`config.mk`:
```
export PLATFORM = sky130hd
export DESIGN_NAME = if_stage
export DESIGN_NICKNAME = d
export VERILOG_FILES = /design/src/rtl/if_stage_pkg.sv /design/src/rtl/if_stage_fetch_fifo.sv /design/src/rtl/if_stage.sv
export SDC_FILE = /design/constraint.sdc
export NUM_CORES = 1
export LEC_CHECK = 0
export BUFFER_PORTS_ARGS = -buffer_cell sky130_fd_sc_hd__buf_2
export CAP_MARGIN = 20
export CELL_PAD_IN_SITES_DETAIL_PLACEMENT = 1
export CELL_PAD_IN_SITES_GLOBAL_PLACEMENT = 1
export CORE_MARGIN = 8
export CORE_UTILIZATION = 45
export CTS_CLUSTER_SIZE = 40
export DETAILED_ROUTE_END_ITERATION = 8
export GPL_ROUTABILITY_DRIVEN = 0
export GPL_TIMING_DRIVEN = 0
export PLACE_DENSITY = 0.91
export SETUP_SLACK_MARGIN = 0.02
export SYNTH_ARGS = -nofsm -noshare
export SYNTH_HDL_FRONTEND = slang
export SYNTH_SLANG_ARGS = --single-unit
```
`constraint.sdc`:
```
create_clock -name clk -period 19.45 [get_ports clk]
set_input_delay 0 -clock clk [delete_from_list [all_inputs] [get_ports clk]]
set_output_delay 0 -clock clk [all_outputs]
set_load 0.1 [all_outputs]
```
`src/rtl/if_stage_pkg.sv`:
```
// Shared types and constants for the instruction fetch stage.
// Imported by if_stage and its fetch buffer.
package if_stage_pkg;

    localparam int REG_W  = 64;
    localparam int INST_W = 32;

    localparam logic [REG_W-1:0] RESET_PC_DEF = 64'h0000_0000_8000_0000;

    typedef enum logic [1:0] {
        S_IDLE      = 2'd0,
        S_WAIT      = 2'd1,
        S_WAIT_KILL = 2'd2
    } if_state_e;

    typedef struct packed {
        logic [INST_W-1:0] inst;
        logic [REG_W-1:0]  addr;
    } fetch_entry_t;

endpackage

```
`src/rtl/if_stage_fetch_fifo.sv`:
```
// Small synchronous FIFO holding fetched {inst, addr} pairs.
// Flush wins over push and pop; push+pop while non-empty keeps count.
module fetch_fifo
    import if_stage_pkg::*;
#(
    parameter  int DEPTH = 2,
    localparam int PW    = $clog2(DEPTH),
    localparam int CW    = PW + 1
) (
    input  logic          clk,
    input  logic          rst,
    input  logic          push_i,
    input  logic          pop_i,
    input  logic          flush_i,
    input  fetch_entry_t  data_i,
    output logic [CW-1:0] count_o,
    output fetch_entry_t  head_o,
    output logic          head_valid_o
);

    fetch_entry_t  mem_q [DEPTH];
    logic [PW-1:0] rd_q;
    logic [PW-1:0] wr_q;
    logic [CW-1:0] cnt_q;
    logic          do_push;
    logic          do_pop;

    // Qualify requests so the buffer never over- or under-flows.
    always_comb begin
        do_pop  = pop_i && (cnt_q != '0);
        do_push = push_i && ((cnt_q != CW'(DEPTH)) || do_pop);
    end

    // Storage write; contents need no reset since count gates validity.
    always_ff @(posedge clk) begin
        if (do_push && !flush_i && !rst) begin
            mem_q[wr_q] <= data_i;
        end
    end

    // Pointers and occupancy; reset and flush both empty the buffer.
    always_ff @(posedge clk) begin
        if (rst || flush_i) begin
            rd_q  <= '0;
            wr_q  <= '0;
            cnt_q <= '0;
        end else begin
            if (do_push) begin
                wr_q <= wr_q + PW'(1);
            end
            if (do_pop) begin
                rd_q <= rd_q + PW'(1);
            end
            cnt_q <= cnt_q + CW'(do_push) - CW'(do_pop);
        end
    end

    assign count_o      = cnt_q;
    assign head_o       = mem_q[rd_q];
    assign head_valid_o = (cnt_q != '0);

endmodule

```
`src/rtl/if_stage.sv`:
```
// Instruction fetch: PC, single outstanding imem request, fetch buffer.
// Redirects flush wrong-path state; responses in flight are killed.
module if_stage
    import if_stage_pkg::*;
#(
    parameter  logic [REG_W-1:0] RESET_PC = RESET_PC_DEF,
    parameter  int               FB_DEPTH = 2,
    localparam int               CW       = $clog2(FB_DEPTH) + 1
) (
    input  logic              clk,
    input  logic              rst,
    output logic              imem_req,
    output logic [REG_W-1:0]  imem_addr,
    input  logic              imem_ack,
    input  logic [INST_W-1:0] imem_rdata,
    input  logic              redir_valid,
    input  logic [REG_W-1:0]  redir_target,
    output logic              inst_valid,
    output logic [INST_W-1:0] inst,
    output logic [REG_W-1:0]  inst_addr,
    input  logic              id_ready
);

    if_state_e        state_q;
    if_state_e        state_d;
    logic [REG_W-1:0] pc_q;
    logic [REG_W-1:0] pc_d;
    logic [REG_W-1:0] req_addr_q;
    logic [REG_W-1:0] req_addr_d;

    logic             push;
    logic             pop;
    logic             issue;
    logic             slot_free;
    logic [CW-1:0]    fb_count;
    logic [CW-1:0]    occ_next;
    logic             fb_valid;
    fetch_entry_t     fb_head;
    fetch_entry_t     fb_in;

    // Handshake, credit check and next-state/PC selection.
    always_comb begin
        state_d    = state_q;
        pc_d       = pc_q;
        req_addr_d = req_addr_q;

        inst_valid = fb_valid && !redir_valid && !rst;
        pop        = inst_valid && id_ready;
        push       = (state_q == S_WAIT) && imem_ack && !redir_valid;
        occ_next   = fb_count + CW'(push) - CW'(pop);
        slot_free  = (state_q == S_IDLE) || imem_ack;
        issue      = !rst && !redir_valid && slot_free
                     && (occ_next < CW'(FB_DEPTH));

        if (redir_valid) begin
            pc_d = redir_target & ~64'h3;
            if (state_q != S_IDLE && !imem_ack) begin
                state_d = S_WAIT_KILL;
            end else begin
                state_d = S_IDLE;
            end
        end else if (issue) begin
            pc_d       = pc_q + 64'd4;
            req_addr_d = pc_q;
            state_d    = S_WAIT;
        end else if (state_q != S_IDLE && imem_ack) begin
            state_d = S_IDLE;
        end

        imem_req  = issue;
        imem_addr = issue ? pc_q : '0;
        inst      = rst ? '0 : fb_head.inst;
        inst_addr = rst ? '0 : fb_head.addr;
        fb_in     = '{inst: imem_rdata, addr: req_addr_q};
    end

    // Fetch control state, PC and address of the outstanding request.
    always_ff @(posedge clk) begin
        if (rst) begin
            state_q    <= S_IDLE;
            pc_q       <= RESET_PC;
            req_addr_q <= '0;
        end else begin
            state_q    <= state_d;
            pc_q       <= pc_d;
            req_addr_q <= req_addr_d;
        end
    end

    fetch_fifo #(
        .DEPTH (FB_DEPTH)
    ) u_fifo (
        .clk          (clk),
        .rst          (rst),
        .push_i       (push),
        .pop_i        (pop),
        .flush_i      (redir_valid),
        .data_i       (fb_in),
        .count_o      (fb_count),
        .head_o       (fb_head),
        .head_valid_o (fb_valid)
    );

endmodule

```
==> impl_metrics.toml <==
[yosys]
ys_warn_count = 0
synthesis.area_um2 = 13800
synth_cell_types = 59
yosysSeqAreaShare_pct = 59.9
syn_inst = 1294
synth_flop_cell = "edfxtp_1"
syn_avg_cell_area_um2 = 10.7
synthArstFlopShare_pct = 0
ys_ff_latch = 319
synth-edff-count = 188

[floorplan]
core_area_um2 = 30400
die-area_um2 = 36500
num_rows = 64
io_pins = 263
die_w_um = 191
start_util_pct = 45.3
die_height_um = 191

[global_route]
grtUsageTotal_pct = 28.3
grt_max_degree = 15
antenna_found_initial = 3
met3_usage_pct = 5.33
gr-usage-met1_pct = 33.9
grt_busiest_layer = "met2"
grt_pass1_wl_mm = 79.8
grt-ovfl-total = 0
grt_util_met2_pct = 48.4
grt_pass1_vias = 13400

[critical_path]
r2r-start = "u_fifo.count_o[1]"
crit_start = "redir_valid"
arrival_ps = 5140
crit_path_start_kind = "primary input"
worstPathMaxFanout = 10
slowest_stage = "nor3_1"
crit_type = "in -> out"
cp_slowest_stage_delay_ps = 870
endpoint = "imem_addr[44]"
worstPathCellList = "buf_2 -> clkbuf_1 -> or2_2 -> clkbuf_1 -> nor2_1 -> and2_1 -> ha_1 -> xnor2_1 -> nor3_1 -> o21ai_1 -> inv_1 -> buf_2 -> buf_1 -> nand2_1 -> inv_1 -> buf_2"
r2r_cells = 11
reg2reg_to = "req_addr_q[39]"
critPathCaptureType = "output pin"
cp.required_ps = 19450
reg2reg_setup_slack_ps = 15230
cpMostUsedCell = "buf_2"

[place]
placed_area_um2 = 15800
hpwl_mm = 35.3
placed_cells = 1967
place_ws_ps = 14670
port_buffers = 255

[routing]
via_count = 12500
remaining_drc_errors = 0
postRouteAntennaNets = 0
wl_mm = 53.5
initialDrtViolationCount = 1109
wl_per_cell_um = 25.1
vias_per_cell = 5.86
first_pass_iters = 5

[final_layout]
nets = 1810
stdcell_area_um2 = 17900
drive_gt1_share_pct = 20.3
stdcell_count = 2129
synthToLayoutAreaGrowth_pct = 29.8
final_common_cell = "buf_2"
layout_common_cells = "buf_2 (262), edfxtp_1 (188), nand2_1 (159), nor2_1 (152), dfxtp_1 (131)"
fillCellCount = 3346

[sta]
skew_ps = 26.2
setup_viol = 0
relSlewSlack_pct = 26.7
tns_ps = 0
rsz0062_at_grt = "no"
max_freq_mhz = 194
setup_ws_ps = 14310
drv_slew = 0
hold_viol = 0
period_share_pct = 26.4
final.min_clock_period_ps = 5140
tightest_slew_ps = 1090

[clock_tree]
clkSinkCount = 319
htree_num_levels = 2
clkTransAtPathRegs_ps = 60
cts_resized = 0
cts-hold-fix-buffers = 95
cts_root_buf = "clkbuf_16"
clk_latency_ps = 530
numCtsBuffers = 35
cts_tree = "built"
cts_buffer_depth = 3
postCtsSetupBuffers = 0

[job]
maxCapViolations = 0

[pwr]
power_density_nw_per_um2 = 89.6
ir_drop_uv = 51.9
p_total_w = 0.00160
p_leak_nw = 7.10

[outcome]
outcome = "completed"

[min_path]
hold_depth = 5
min_path_type = "in -> reg"
-- kinds of logic after synthesis --
| kind of cell | share of synthesized area (%) |
|---|---|
| muxes | 7.13 |
| DFF | 59.9 |
| and+or+nand+nor | 16.1 |
| buffers and inverters | 5.44 |
| other | 0.0272 |
| xor gates and xnor gates | 1.33 |
| AOI/OAI and AO/OA | 9.68 |
| adders and majority gates | 0.363 |
-- synthesized netlist by cell type, types with 8 or more instances --
| cell type | n | area, um^2 |
|---|---|---|
| nor2_1 | 152 | 571 |
| clkbuf_1 | 69 | 259 |
| nor4_1 | 15 | 93.8 |
| or4_1 | 8 | 60.1 |
| nor3_1 | 11 | 55.1 |
| and3_1 | 10 | 62.6 |
| nor2b_1 | 8 | 50.1 |
| a2111oi_0 | 30 | 263 |
| edfxtp_1 | 188 | 5650 |
| a311oi_1 | 14 | 123 |
| buf_1 | 12 | 45.0 |
| xnor2_1 | 19 | 166 |
| and4_1 | 18 | 158 |
| dfxtp_1 | 131 | 2620 |
| mux2i_1 | 96 | 961 |
| nor4b_1 | 11 | 96.3 |
| nand4_1 | 26 | 163 |
| inv_1 | 100 | 375 |
| a211oi_1 | 25 | 188 |
| a21oi_1 | 73 | 365 |
| nand3_1 | 18 | 90.1 |
| and2_1 | 8 | 50.1 |
| or3_1 | 9 | 56.3 |
| nand2_1 | 159 | 597 |
-- power by group --
| group | internal, W | switching [W] | total, W |
|---|---|---|---|
| sequential | 0.000727 | 0.0000187 | 0.000745 |
| combinational | 0.0000464 | 0.000141 | 0.000188 |
| clock | 0.000397 | 0.000275 | 0.000671 |
-- through the flow --
| stage | util (%) | hold WS (ps) |
|---|---|---|
| after global routing | 58.9 | 103 |
| after CTS | 58.8 | 62.6 |
| after floorplan | - | 79.3 |
| after global placement | 51.2 | 188 |
| final | 58.9 | 106 |
| after detailed placement | 51.9 | 192 |
-- layer usage --
metal / part of all wire [%] / vias up
met4: 5.5 / 2
met1: 38 / 6066
met3: 7.8 / 209
met2: 48 / 741
met5: 0.022 / -
li1: - / 5456
-- final cells by class --
class                      count  area, um^2  share of cell area, %
clock inverter                 8        92.6                  0.517
inverter                     100         375                   2.10
clock buffer                  55        1040                   5.83
antenna                        2        5.00                 0.0279
multi-input combinational    786        4800                   26.8
tap                          396         495                   2.77
timing repair buffer         371        2450                   13.7
buffer                        92         375                   2.10
sequential                   319        8270                   46.2
-- state kept, by name, indices dropped and copies added, names as in the netlist, named ones only --
signal and count:
state_q 2, u_fifo.rd_q 1, u_fifo.count_o 2, u_fifo.mem_q 188, pc_q 62, u_fifo.wr_q 1
req_addr_q 62
-- worst min path at each step --
stage               slack, ps                   to        startpoint
floorplan                  80           state_q[1]          imem_ack
global placement          190  u_fifo.mem_q[1][93]    imem_rdata[29]
detailed placement        190  u_fifo.mem_q[1][72]     imem_rdata[8]
CTS                        60             pc_q[62]  redir_target[62]
global route              100             pc_q[62]  redir_target[62]
finish                    110             pc_q[62]  redir_target[62]
-- worst max-delay path: cells and delay by family --
| family | cells | cell delay (ps) |
|---|---|---|
| and+or+nand+nor | 5 | 1650 |
| buffers and inverters | 8 | 2600 |
| AOI/OAI and AO/OA | 1 | 490 |
| xor gates and xnor gates | 1 | 200 |
| adders and majority gates | 1 | 190 |
Note: power is estimated with default switching activity, not from simulation.
